**config.mk**
```make
export PLATFORM = sky130hd
export DESIGN_NAME = score_panel_ctrl_flat
export DESIGN_NICKNAME = d
export VERILOG_FILES = /design/src/rtl/score_panel_ctrl_pkg.sv /design/src/rtl/score_panel_ctrl_if.sv /design/src/rtl/score_panel_ctrl.sv /design/src/flat_wrapper.sv
export SDC_FILE = /design/constraint.sdc
export NUM_CORES = 1
export LEC_CHECK = 0
export CORE_UTILIZATION = 35
export CTS_CLUSTER_DIAMETER = 150
export DETAILED_ROUTE_END_ITERATION = 10
export GPL_ROUTABILITY_DRIVEN = 0
export GPL_TIMING_DRIVEN = 0
export PLACE_DENSITY = 0.69
export SLEW_MARGIN = 25
export SYNTH_ARGS = -nofsm -noshare
export SYNTH_HDL_FRONTEND = slang
export SYNTH_SLANG_ARGS = --single-unit
```
**constraint.sdc**
```tcl
create_clock -name clk -period 2.4 [get_ports clk]
set_input_delay 0.36 -clock clk [delete_from_list [all_inputs] [get_ports clk]]
set_output_delay 0.36 -clock clk [all_outputs]
set_load 0.01 [all_outputs]
```
**src/rtl/score_panel_ctrl_pkg.sv**
```systemverilog
// Shared definitions for the score side-panel sequencer: state encoding,
// glyph colours and panel geometry.
package score_panel_ctrl_pkg;

    localparam int NUM_SLOTS = 4;

    localparam logic [2:0] ST_IDLE  = 3'd0;
    localparam logic [2:0] ST_REQ   = 3'd1;
    localparam logic [2:0] ST_ERASE = 3'd2;
    localparam logic [2:0] ST_DRAW  = 3'd3;
    localparam logic [2:0] ST_DONE  = 3'd4;

    typedef enum logic [2:0] {
        IDLE  = ST_IDLE,
        REQ   = ST_REQ,
        ERASE = ST_ERASE,
        DRAW  = ST_DRAW,
        DONE  = ST_DONE
    } panel_state_t;

    localparam logic [2:0] PKG_BG_COLOUR = 3'b000;
    localparam logic [2:0] PKG_T1_COLOUR = 3'b100;
    localparam logic [2:0] PKG_T2_COLOUR = 3'b010;
    localparam logic [2:0] PKG_T3_COLOUR = 3'b001;
    localparam logic [2:0] PKG_T4_COLOUR = 3'b110;

endpackage

```
**src/rtl/score_panel_ctrl_if.sv**
```systemverilog
// Renderer / VGA write-port bundle between score_panel_ctrl (master) and
// the draw_score renderer plus frame arbiter (slave).
interface score_panel_ctrl_if;
    logic       bus_req;
    logic       bus_grant;
    logic       score_enable;
    logic [1:0] tank_num;
    logic       erase;
    logic       draw_finish;
    logic       draw_plot;
    logic [2:0] s1;
    logic [2:0] s2;
    logic [2:0] s3;
    logic [2:0] s4;
    logic [2:0] colour;
    logic       vga_plot;

    modport master (
        output bus_req, score_enable, tank_num, erase,
        output s1, s2, s3, s4, colour, vga_plot,
        input  bus_grant, draw_finish, draw_plot
    );

    modport slave (
        input  bus_req, score_enable, tank_num, erase,
        input  s1, s2, s3, s4, colour, vga_plot,
        output bus_grant, draw_finish, draw_plot
    );
endinterface

```
**src/rtl/score_panel_ctrl.sv**
```systemverilog
// Sequences erase/draw passes of the four score glyphs through the shared
// VGA write port, feeding the renderer latched score copies.
module score_panel_ctrl
    import score_panel_ctrl_pkg::*;
#(
    parameter logic [2:0] BG_COLOUR = PKG_BG_COLOUR,
    parameter logic [2:0] T1_COLOUR = PKG_T1_COLOUR,
    parameter logic [2:0] T2_COLOUR = PKG_T2_COLOUR,
    parameter logic [2:0] T3_COLOUR = PKG_T3_COLOUR,
    parameter logic [2:0] T4_COLOUR = PKG_T4_COLOUR
) (
    input  logic                      clk,
    input  logic                      resetn,
    input  logic [2:0]                t1,
    input  logic [2:0]                t2,
    input  logic [2:0]                t3,
    input  logic [2:0]                t4,
    input  logic                      refresh,
    output logic                      busy,
    output logic                      done,
    score_panel_ctrl_if.master        pif
);

    panel_state_t           state_reg;
    logic [NUM_SLOTS-1:0]   pending_reg;
    logic [2:0]             s_reg [NUM_SLOTS];
    logic [2:0]             t_arr [NUM_SLOTS];
    logic [NUM_SLOTS-1:0]   stale;
    logic [1:0]             tank_num_reg;
    logic [1:0]             first_idx;
    logic                   bus_req_reg;
    logic                   score_enable_reg;
    logic                   erase_reg;
    logic [2:0]             colour_reg;
    logic                   busy_reg;
    logic                   done_reg;

    function automatic logic [2:0] glyph_colour(input logic [1:0] slot);
        case (slot)
            2'd0:    return T1_COLOUR;
            2'd1:    return T2_COLOUR;
            2'd2:    return T3_COLOUR;
            default: return T4_COLOUR;
        endcase
    endfunction

    assign t_arr[0] = t1;
    assign t_arr[1] = t2;
    assign t_arr[2] = t3;
    assign t_arr[3] = t4;

    // A glyph is stale if it was flagged for redraw or the shown score is out of date.
    generate
        for (genvar gi = 0; gi < NUM_SLOTS; gi++) begin : g_stale
            assign stale[gi] = pending_reg[gi] | (t_arr[gi] != s_reg[gi]);
        end
    endgenerate

    always_comb begin
        first_idx = 2'd0;
        for (int i = NUM_SLOTS - 1; i >= 0; i--) begin
            if (stale[i]) first_idx = 2'(i);
        end
    end

    always_ff @(posedge clk) begin
        if (!resetn) begin
            state_reg        <= IDLE;
            pending_reg      <= '1;
            tank_num_reg     <= 2'd0;
            bus_req_reg      <= 1'b0;
            score_enable_reg <= 1'b0;
            erase_reg        <= 1'b0;
            colour_reg       <= BG_COLOUR;
            busy_reg         <= 1'b0;
            done_reg         <= 1'b0;
            for (int i = 0; i < NUM_SLOTS; i++) s_reg[i] <= 3'd0;
        end else begin
            done_reg <= 1'b0;
            if (refresh) pending_reg <= '1;

            case (state_reg)
                IDLE: begin
                    if (|stale) begin
                        tank_num_reg <= first_idx;
                        state_reg    <= REQ;
                        bus_req_reg  <= 1'b1;
                        busy_reg     <= 1'b1;
                    end
                end
                REQ: begin
                    // Latch the score on the grant edge so the whole pass pair sees one value.
                    if (pif.bus_grant) begin
                        s_reg[tank_num_reg] <= t_arr[tank_num_reg];
                        if (!refresh) pending_reg[tank_num_reg] <= 1'b0;
                        state_reg        <= ERASE;
                        score_enable_reg <= 1'b1;
                        erase_reg        <= 1'b1;
                        colour_reg       <= BG_COLOUR;
                    end
                end
                ERASE: begin
                    // Renderer counter wraps straight into the draw pass; enable stays high.
                    if (pif.draw_finish) begin
                        state_reg  <= DRAW;
                        erase_reg  <= 1'b0;
                        colour_reg <= glyph_colour(tank_num_reg);
                    end
                end
                DRAW: begin
                    if (pif.draw_finish) begin
                        state_reg        <= DONE;
                        bus_req_reg      <= 1'b0;
                        score_enable_reg <= 1'b0;
                        colour_reg       <= BG_COLOUR;
                        done_reg         <= 1'b1;
                    end
                end
                DONE: begin
                    state_reg <= IDLE;
                    busy_reg  <= 1'b0;
                end
                default: begin
                    state_reg        <= IDLE;
                    bus_req_reg      <= 1'b0;
                    score_enable_reg <= 1'b0;
                    erase_reg        <= 1'b0;
                    colour_reg       <= BG_COLOUR;
                    busy_reg         <= 1'b0;
                end
            endcase
        end
    end

    assign pif.bus_req      = bus_req_reg;
    assign pif.score_enable = score_enable_reg;
    assign pif.tank_num     = tank_num_reg;
    assign pif.erase        = erase_reg;
    assign pif.colour       = colour_reg;
    assign pif.s1           = s_reg[0];
    assign pif.s2           = s_reg[1];
    assign pif.s3           = s_reg[2];
    assign pif.s4           = s_reg[3];
    // A grant dropped mid-pass only suppresses writes; the pass itself runs on.
    assign pif.vga_plot     = pif.draw_plot & score_enable_reg & pif.bus_grant;
    assign busy             = busy_reg;
    assign done             = done_reg;

endmodule

```
**src/flat_wrapper.sv**
```systemverilog
// flat-port wrapper written by rule: the top's interface ports become plain ports
module score_panel_ctrl_flat import score_panel_ctrl_pkg::*;
#(
    parameter logic [2:0] BG_COLOUR = PKG_BG_COLOUR,
    parameter logic [2:0] T1_COLOUR = PKG_T1_COLOUR,
    parameter logic [2:0] T2_COLOUR = PKG_T2_COLOUR,
    parameter logic [2:0] T3_COLOUR = PKG_T3_COLOUR,
    parameter logic [2:0] T4_COLOUR = PKG_T4_COLOUR
)
  (clk, resetn, t1, t2, t3, t4, refresh, busy, done, pif_bus_req, pif_score_enable, pif_tank_num, pif_erase, pif_s1, pif_s2, pif_s3, pif_s4, pif_colour, pif_vga_plot, pif_bus_grant, pif_draw_finish, pif_draw_plot);
  score_panel_ctrl_if pif_i ();
  input  logic clk;
  input  logic resetn;
  input  logic [2:0] t1;
  input  logic [2:0] t2;
  input  logic [2:0] t3;
  input  logic [2:0] t4;
  input  logic refresh;
  output logic busy;
  output logic done;
  output wire logic [$bits(pif_i.bus_req)-1:0] pif_bus_req;
  output wire logic [$bits(pif_i.score_enable)-1:0] pif_score_enable;
  output wire logic [$bits(pif_i.tank_num)-1:0] pif_tank_num;
  output wire logic [$bits(pif_i.erase)-1:0] pif_erase;
  output wire logic [$bits(pif_i.s1)-1:0] pif_s1;
  output wire logic [$bits(pif_i.s2)-1:0] pif_s2;
  output wire logic [$bits(pif_i.s3)-1:0] pif_s3;
  output wire logic [$bits(pif_i.s4)-1:0] pif_s4;
  output wire logic [$bits(pif_i.colour)-1:0] pif_colour;
  output wire logic [$bits(pif_i.vga_plot)-1:0] pif_vga_plot;
  input wire logic [$bits(pif_i.bus_grant)-1:0] pif_bus_grant;
  input wire logic [$bits(pif_i.draw_finish)-1:0] pif_draw_finish;
  input wire logic [$bits(pif_i.draw_plot)-1:0] pif_draw_plot;
  assign pif_bus_req = pif_i.bus_req;
  assign pif_score_enable = pif_i.score_enable;
  assign pif_tank_num = pif_i.tank_num;
  assign pif_erase = pif_i.erase;
  assign pif_s1 = pif_i.s1;
  assign pif_s2 = pif_i.s2;
  assign pif_s3 = pif_i.s3;
  assign pif_s4 = pif_i.s4;
  assign pif_colour = pif_i.colour;
  assign pif_vga_plot = pif_i.vga_plot;
  assign pif_i.bus_grant = pif_bus_grant;
  assign pif_i.draw_finish = pif_draw_finish;
  assign pif_i.draw_plot = pif_draw_plot;
  score_panel_ctrl #(.BG_COLOUR(BG_COLOUR), .T1_COLOUR(T1_COLOUR), .T2_COLOUR(T2_COLOUR), .T3_COLOUR(T3_COLOUR), .T4_COLOUR(T4_COLOUR)) u_core (.clk(clk), .resetn(resetn), .t1(t1), .t2(t2), .t3(t3), .t4(t4), .refresh(refresh), .busy(busy), .done(done), .pif(pif_i));
endmodule
```
---- After elaboration in Yosys (flattened, before gate mapping) ----
Memories as Yosys holds them, arrays and structs flattened.
Index checks and enable logic that the tools add are counted.
word-level totals
  bits in registers ....................... 17
  latch bits .............................. 0
  memory bits (writable) .................. 12
  ROM bits ................................ 0
  logic and storage cells ................. 99
  memories ................................ 1
operators by class
  add/subtract/negate cells ............... 0
  multipliers ............................. 0
  div/mod/pow operators ................... 0
  magnitude comparators ................... 3
  eq/ne operators ......................... 14
  shift operators ......................... 0
  mux-type cells .......................... 40
  bitwise gates (word level) .............. 14
  reductions and logical operators ........ 18
memory list
  name          depth  width  read ports  clocked after Yosys merged registers in  write ports  line                    source
  u_core.s_reg  4      3      4           0                                        4            score_panel_ctrl.sv:26  logic [2:0] s_reg [NUM_SLOTS];
operators by type and width
  operator                                              number
  two-way mux 3 bit                                     10
  case mux 3 bit (4 select lines)                       2
  two-way mux 4 bit                                     5
  OR reduction 3 bit                                    5
  != test 3 bit                                         4
  two-way mux 1 bit                                     11
  two-way mux 2 bit                                     5
  case mux 1 bit (3 select lines)                       3
  case mux 3 bit (3 select lines)                       1
  AND reduction 3 bit                                   3
  AND reduction 4 bit                                   2
  binary-select mux 3 bit (select 2 bit)                1
  equality test 3 x 2 -> 1 bit (second input constant)  2
  != test 2 bit (second input constant)                 3
  AND reduction 2 bit                                   3
  inverter 1 bit                                        5
  bitwise AND 4 bit                                     1
  inverter 4 bit                                        1
  OR 1 bit                                              4
  OR reduction 4 bit                                    1
  equality test 3 x 1 -> 1 bit (second input constant)  1
  equality test 3 bit (second input constant)           1
  >= comparator 3 bit (second input constant)           1
  zero test 3 bit                                       1
  12 further kinds                                      13

---- Longest topological paths before layout ----
  depth in word-level cells ............... 9
  mapped depth ............................ 6
  mapped depth without buffers ............ 5

---- Least setup slack after synthesis ----
No wires, ideal clock.
  path type ............................... in2reg
  start point ............................. in pif_bus_grant
  end point ............................... mem u_core.s_reg[3][0], enable pin
  setup time .............................. 355 ps
  data arrival time ....................... 1271 ps
  required time ........................... 2045 ps
  path slack .............................. 774 ps
  cell stages on the path ................. 4
  cells stage by stage .................... nor2b_1 > nand2_1 > or2_2 > o31ai_1
RTL lines
  what             line                    source
  start, declared  flat_wrapper.sv:31      input wire logic [$bits(pif_i.bus_grant)-1:0] pif_bus_grant;
  end, declared    score_panel_ctrl.sv:26

==> impl_metrics.json <==
{
  "cp-end-kind": "register",
  "synth.most_common_cell": "dfxtp_1",
  "rrSetupSlack_ns": 0.50,
  "die_area_sq_um": 4640,
  "num_io_pins": 41,
  "fin_crit_ns": 2.11,
  "rsz0062_at_grt": "false",
  "async_flop_share": 0,
  "drc": 0,
  "crit_family": "simple AND/OR/NAND/NOR gates",
  "pwr_density_cell_nw_per_um2": 552,
  "pwr-share-seq": 0.488,
  "fmax_ghz": 0.473,
  "power_frac_clock": 0.329,
  "crit_arrival_ns": 2.02,
  "core_sq_um": 4090,
  "grt_usage": 0.167,
  "initial_utilization": 0.375,
  "clockBufferDepth": 2,
  "drtIter0Drc": 62,
  "critical_path_buf_inv_count": 1,
  "die_h_um": 68.2,
  "worstMarginPinSlew_ns": 0.590,
  "grt_max_degree": 11,
  "htree_levels": 2,
  "period_share": 0.881,
  "synth_top_area_cell": "edfxtp_1",
  "io_buffers": 40,
  "cp.depth": 5,
  "p_sw_mw": 0.290,
  "synth.distinct_cells": 36,
  "grt_pass1_vias": 1178,
  "hold_viol_final": 0,
  "cts_tree": "done",
  "syn_nets": 172,
  "grtUsageMet1": 0.223,
  "synth_top_area_frac": 0.235,
  "r2r_start": "u_core.state_reg[0]",
  "routed_wl_um": 3410,
  "peakVddDrop_uv": 310,
  "synth.ff_latch_count": 29,
  "grt_overflow": 0,
  "final_nets": 219,
  "antenna_found_initial": 0,
  "worstSetupStartpointType": "input port",
  "avgSynthCellArea_sq_um": 10.2,
  "avgViaCountPerCell": 5.01,
  "wire_per_inst_um": 13.8,
  "grt_pass1_wl_um": 5430,
  "drv_slew": 0,
  "vias": 1243,
  "numCtsBuffers": 5,
  "ys.flop_type": "dfxtp_1",
  "intPower_mw": 0.854,
  "max_slew_margin": 0.604,
  "die_x_um": 68.2,
  "use_met2": 0.240,
  "path_clk_slew_ns": 0.06,
  "hpwlAfterDp_um": 2620,
  "syn_inst": 150,
  "cp_slowest_stage_delay_ns": 0.51,
  "synthTopCellsByArea": "edfxtp_1, dfxtp_1, xor2_1",
  "cp_slowest_cell": "o31ai_1",
  "setup-violations-final": 0,
  "antenna_left": 0,
  "holdWs_ns": 0.476,
  "first_pass_iters": 4,
  "cts_root_buf": "clkbuf_8",
  "crit_end": "u_core.s_reg[3][2]",
  "diodes": 0,
  "clkLatencyLatePin_ns": 0.28,
  "cts_resized": 0,
  "swShare": 0.254,
  "outcome": "finished clean",
  "use_met3": 0.0533,
  "p_comb_frac": 0.183,
  "fin_setup_tns_ns": 0,
  "worstHoldPathType": "reg2reg",
  "ys_top_cells_by_count": "dfxtp_1, edfxtp_1, nor2_1, xor2_1",
  "syn2layout_area_growth_pct": 35.5,
  "crit_type": "in2reg",
  "syn_area_sq_um": 1530,
  "path_max_fanout": 6,
  "yosysSeqAreaShare": 0.458,
  "cts_hold_buffers": 0,
  "maxCapViolCount": 0,
  "drive_above_1_share": 0.101,
  "grt-busiest-layer": "met2",
  "cts.sinks": 29,
  "fp-row-count": 23,
  "p_leak_nw": 0.790,
  "post_cts_buffers": 0,
  "regToRegEndpoint": "u_core.s_reg[3][2]",
  "ys_warn_count": 0,
  "crit_chain": "clkdlybuf4s50_1 > nor2b_1 > nand2_1 > or2_2 > o31ai_1",
  "r2r_cells": 4,
  "synth_edf_count": 12,
  "crit_path_start": "pif_bus_grant",
  "largest_reg_flops": 12,
  "required_ns": 2.31,
  "finClkSkew_ns": 0.00686
}
-- worst register-to-register path: stages, from the launching register on --
cell and delay [ns]:
dfxtp_1 0.33, buf_2 0.20, nand2_1 0.15, or2_2 0.34, o31ai_1 0.51
-- per-layer routing --
metal | routed length, um | up-vias
met5 | 0 | -
li1 | - | 623
met3 | 214 | 7
met4 | 68 | 0
met1 | 1650 | 573
met2 | 1490 | 40
-- kinds of logic after synthesis --
group | share of synthesized area
multiplexers | 0.0662
flip-flops | 0.458
XOR/XNOR | 0.0686
buffers and inverters | 0.0343
AO/OA/AOI/OAI | 0.116
adder cells (fa/ha/maj) | 0.0327
AND/OR/NAND/NOR | 0.225
-- cells in the final DEF (no fill, tap or decap), types with 4 or more instances in the layout --
cell / n
clkdlybuf4s50_1: 40
dfxtp_1: 17
nor2_1: 12
xor2_1: 12
edfxtp_1: 12
nand2_1: 11
a21oi_1: 11
and2_1: 8
o21ai_0: 7
inv_1: 5
nor2b_1: 5
and3_1: 5
clkbuf_8: 5
a21o_1: 4
ha_1: 4
-- worst min-delay path by stage --
stage	start	end	slack [ns]	cells after the start
global route	u_core.pending_reg[0]	u_core.pending_reg[0]	0.50	1
CTS	u_core.busy	u_core.busy	0.48	2
global placement	u_core.busy	u_core.busy	0.46	2
detailed placement	u_core.busy	u_core.busy	0.47	2
finish	u_core.pending_reg[1]	u_core.pending_reg[1]	0.48	1
floorplan	u_core.pending_reg[2]	u_core.pending_reg[2]	0.44	1
-- area by class of cell --
type	count	area, sq um
fill	385	2010
inverter	5	18.8
multi-input combinational	111	778
tap	50	62.6
sequential	29	701
timing repair buffer	40	400
buffer	5	33.8
clock buffer	8	80.1
-- stage by stage --
stage | util | total power [mW] | cells | cell area [sq um] | worst slack (ns)
floorplan | - | 0.677 | 150 | 1530 | 0.774
global placement | 0.488 | 0.776 | 240 | 1990 | 0.0313
detailed placement | 0.488 | 0.779 | 240 | 1990 | 0.0140
CTS | 0.508 | 1.16 | 248 | 2070 | 0.306
global route | 0.508 | 1.21 | 248 | 2070 | 0.180
finish | 0.508 | 1.14 | 248 | 2070 | 0.286
-- power groups by stage --
| stage | clock network, mW | logic [mW] | registers [mW] |
|---|---|---|---|
| finish | 0.376 | 0.210 | 0.559 |
| global route | 0.419 | 0.227 | 0.562 |
| CTS | 0.388 | 0.211 | 0.559 |
| detailed placement | 0 | 0.210 | 0.569 |
| global placement | 0 | 0.208 | 0.568 |
| floorplan | 0 | 0.102 | 0.575 |
Note: power is estimated with default switching activity, not from simulation.
==> edit (same flow settings) <==
Make the reset (`resetn`) asynchronous in one clocked block.
--- a/src/rtl/score_panel_ctrl.sv
+++ b/src/rtl/score_panel_ctrl.sv
@@ -65,3 +65,3 @@
 
-    always_ff @(posedge clk) begin
+    always_ff @(posedge clk or negedge resetn) begin
         if (!resetn) begin
Function: differs if resetn is asserted again (counterexample within 4 cycles, from zero or initial values and one cycle with resetn low); with resetn held inactive, the same outputs for 10 cycles.
==> edit against the original RTL <==
- setup slack gained 190 ps
- sequential cell count is the same
- non-clock buffer count decreased by 2
- synthesized cell count shrank 14%
- via count shrank 4.7%
- routed wire length increased by 0.59%
- worst hold slack worse by 380 ps
- final cell count fell by 8.5%
- register-to-register slack gained 260 ps
- synthesized area decreased by 2.0%
- cell area is 1.2% lower
- largest cell class is now sequential cells
Power is not compared: it rests on default switching activity, and its combinational part moved more than twofold at a synthesized area within 25%.
==> edit: results (changes against the original RTL) <==
Outcome
The run finished with clean final reports.

Global route
The global-route usage over all layers is 17.9% (+1.3 points). The maximum number of pins on one net before global-route repair is 30 (+19). The number of global-route vias before repair is 1270 (+7.8%).

Setup path
The worst endpoint data arrival time is 1570 ps (-450 ps). The biggest fanout along the worst timing path was 4 (-2). The cell with the largest stage delay on the worst path is sky130_fd_sc_hd__clkdlybuf4s50_1. The largest incremental delay on the critical path came to 530 ps (+20 ps).

Placement
The worst setup slack after placement is 451 ps (+437 ps). The total placed instance area is 0.00196 mm² (-1.8%). The detailed-placement wirelength estimate was 2.61 mm (-0.58%).

Yosys
The register area share after synthesis is 48.7% (+2.9 points). The synthesized netlist net count is 152 (-12%). By area the synthesized netlist is led by sky130_fd_sc_hd__dfrtp_1, sky130_fd_sc_hd__mux2_2, sky130_fd_sc_hd__xor2_1. The average instance area after synthesis is 11.6 µm² (+14%). In the synthesized netlist, the cells that appear most often are sky130_fd_sc_hd__dfrtp_1, sky130_fd_sc_hd__mux2_2, sky130_fd_sc_hd__xor2_1, sky130_fd_sc_hd__nand2_1, sky130_fd_sc_hd__o21ai_0. The fraction of registers with async set or reset after synthesis is 100% (+100 points). The unique cell type count in the Yosys netlist is 32 (-11%).

Layout
The number of nets in the layout was 199 (-9.1%). The flip-flop count of the largest register, all copies and words added is 4 (-8). The filler cell count in the final layout is 364 (-5.5%).

Route
The total vias in the final route is 1185 (-4.7%). The number of violations reported at the end of detailed-routing iteration 0 is 84 (+35%). The vias per cell is 5.22 (+4.2%).

Clock network
The number of buffers between clock root and the deepest sink is 2 (unchanged). The number of buffers inserted to repair setup after CTS is 0 (unchanged).

STA
The worst max-slew margin expressed relative to the limit is 58.2% (-2.2 points).
==> edit: cell count changes after synthesis, moves of 5 or more <==
cell / change
sky130_fd_sc_hd__edfxtp_1: -12
sky130_fd_sc_hd__and2_1: -8
sky130_fd_sc_hd__dfxtp_1: -17
sky130_fd_sc_hd__nor2_1: -6
sky130_fd_sc_hd__nor2b_1: -5
sky130_fd_sc_hd__mux2_2: +13
sky130_fd_sc_hd__dfrtp_1: +25
==> edit: worst paths after layout <==
path	start	endpoint	slack (ps)
min reg2reg	u_core.busy$_DFFE_PN0P_	u_core.busy$_DFFE_PN0P_	510
min in group clk	u_core.busy$_DFFE_PN0P_	u_core.busy$_DFFE_PN0P_	510
max reg2reg	u_core.pif.tank_num[0]$_DFFE_PN0P_	u_core.pif.s4[1]$_DFFE_PN0P_	760
min	resetn	u_core.done$_DFF_PN0_	100
max	pif_bus_grant	pif_vga_plot	470
max in group asynchronous	resetn	u_core.pif.s1[2]$_DFFE_PN0P_	1890
==> edit: where the power goes <==
group          internal (mW)  switching [mW]
clock                  0.233           0.177
combinational          0.652           0.537
sequential             0.701           0.204
==> edit: layout make-up <==
| type | instances | area (µm²) | share of cell area, % |
|---|---|---|---|
| buffer | 3 | 17.5 | 0.855 |
| sequential | 29 | 731 | 35.7 |
| timing repair buffer | 40 | 395 | 19.3 |
| tap | 50 | 62.6 | 3.05 |
| clock buffer | 8 | 90.1 | 4.40 |
| inverter | 7 | 26.3 | 1.28 |
| multi-input combinational | 90 | 727 | 35.5 |
==> edit: routing by layer <==
layer / global-route usage [%] / share of wire (%)
met5: 0 / 0
met3: 6.42 / 5.7
met2: 30.2 / 47
met1: 20.1 / 44
met4: 7.98 / 2.5
==> edit: cell families (layout without fill, tap and decap cells) <==
kind of cell | count (synthesis) | count (layout) | synth area share, %
AOI/OAI and AO/OA | 28 | 28 | 11.7
xor gates and xnor gates | 13 | 13 | 7.58
adders and majority gates | 5 | 5 | 4.17
buffers and inverters | 10 | 58 | 2.92
DFF | 29 | 29 | 48.7
muxes | 16 | 16 | 14.7
and+or+nand+nor | 28 | 28 | 10.3
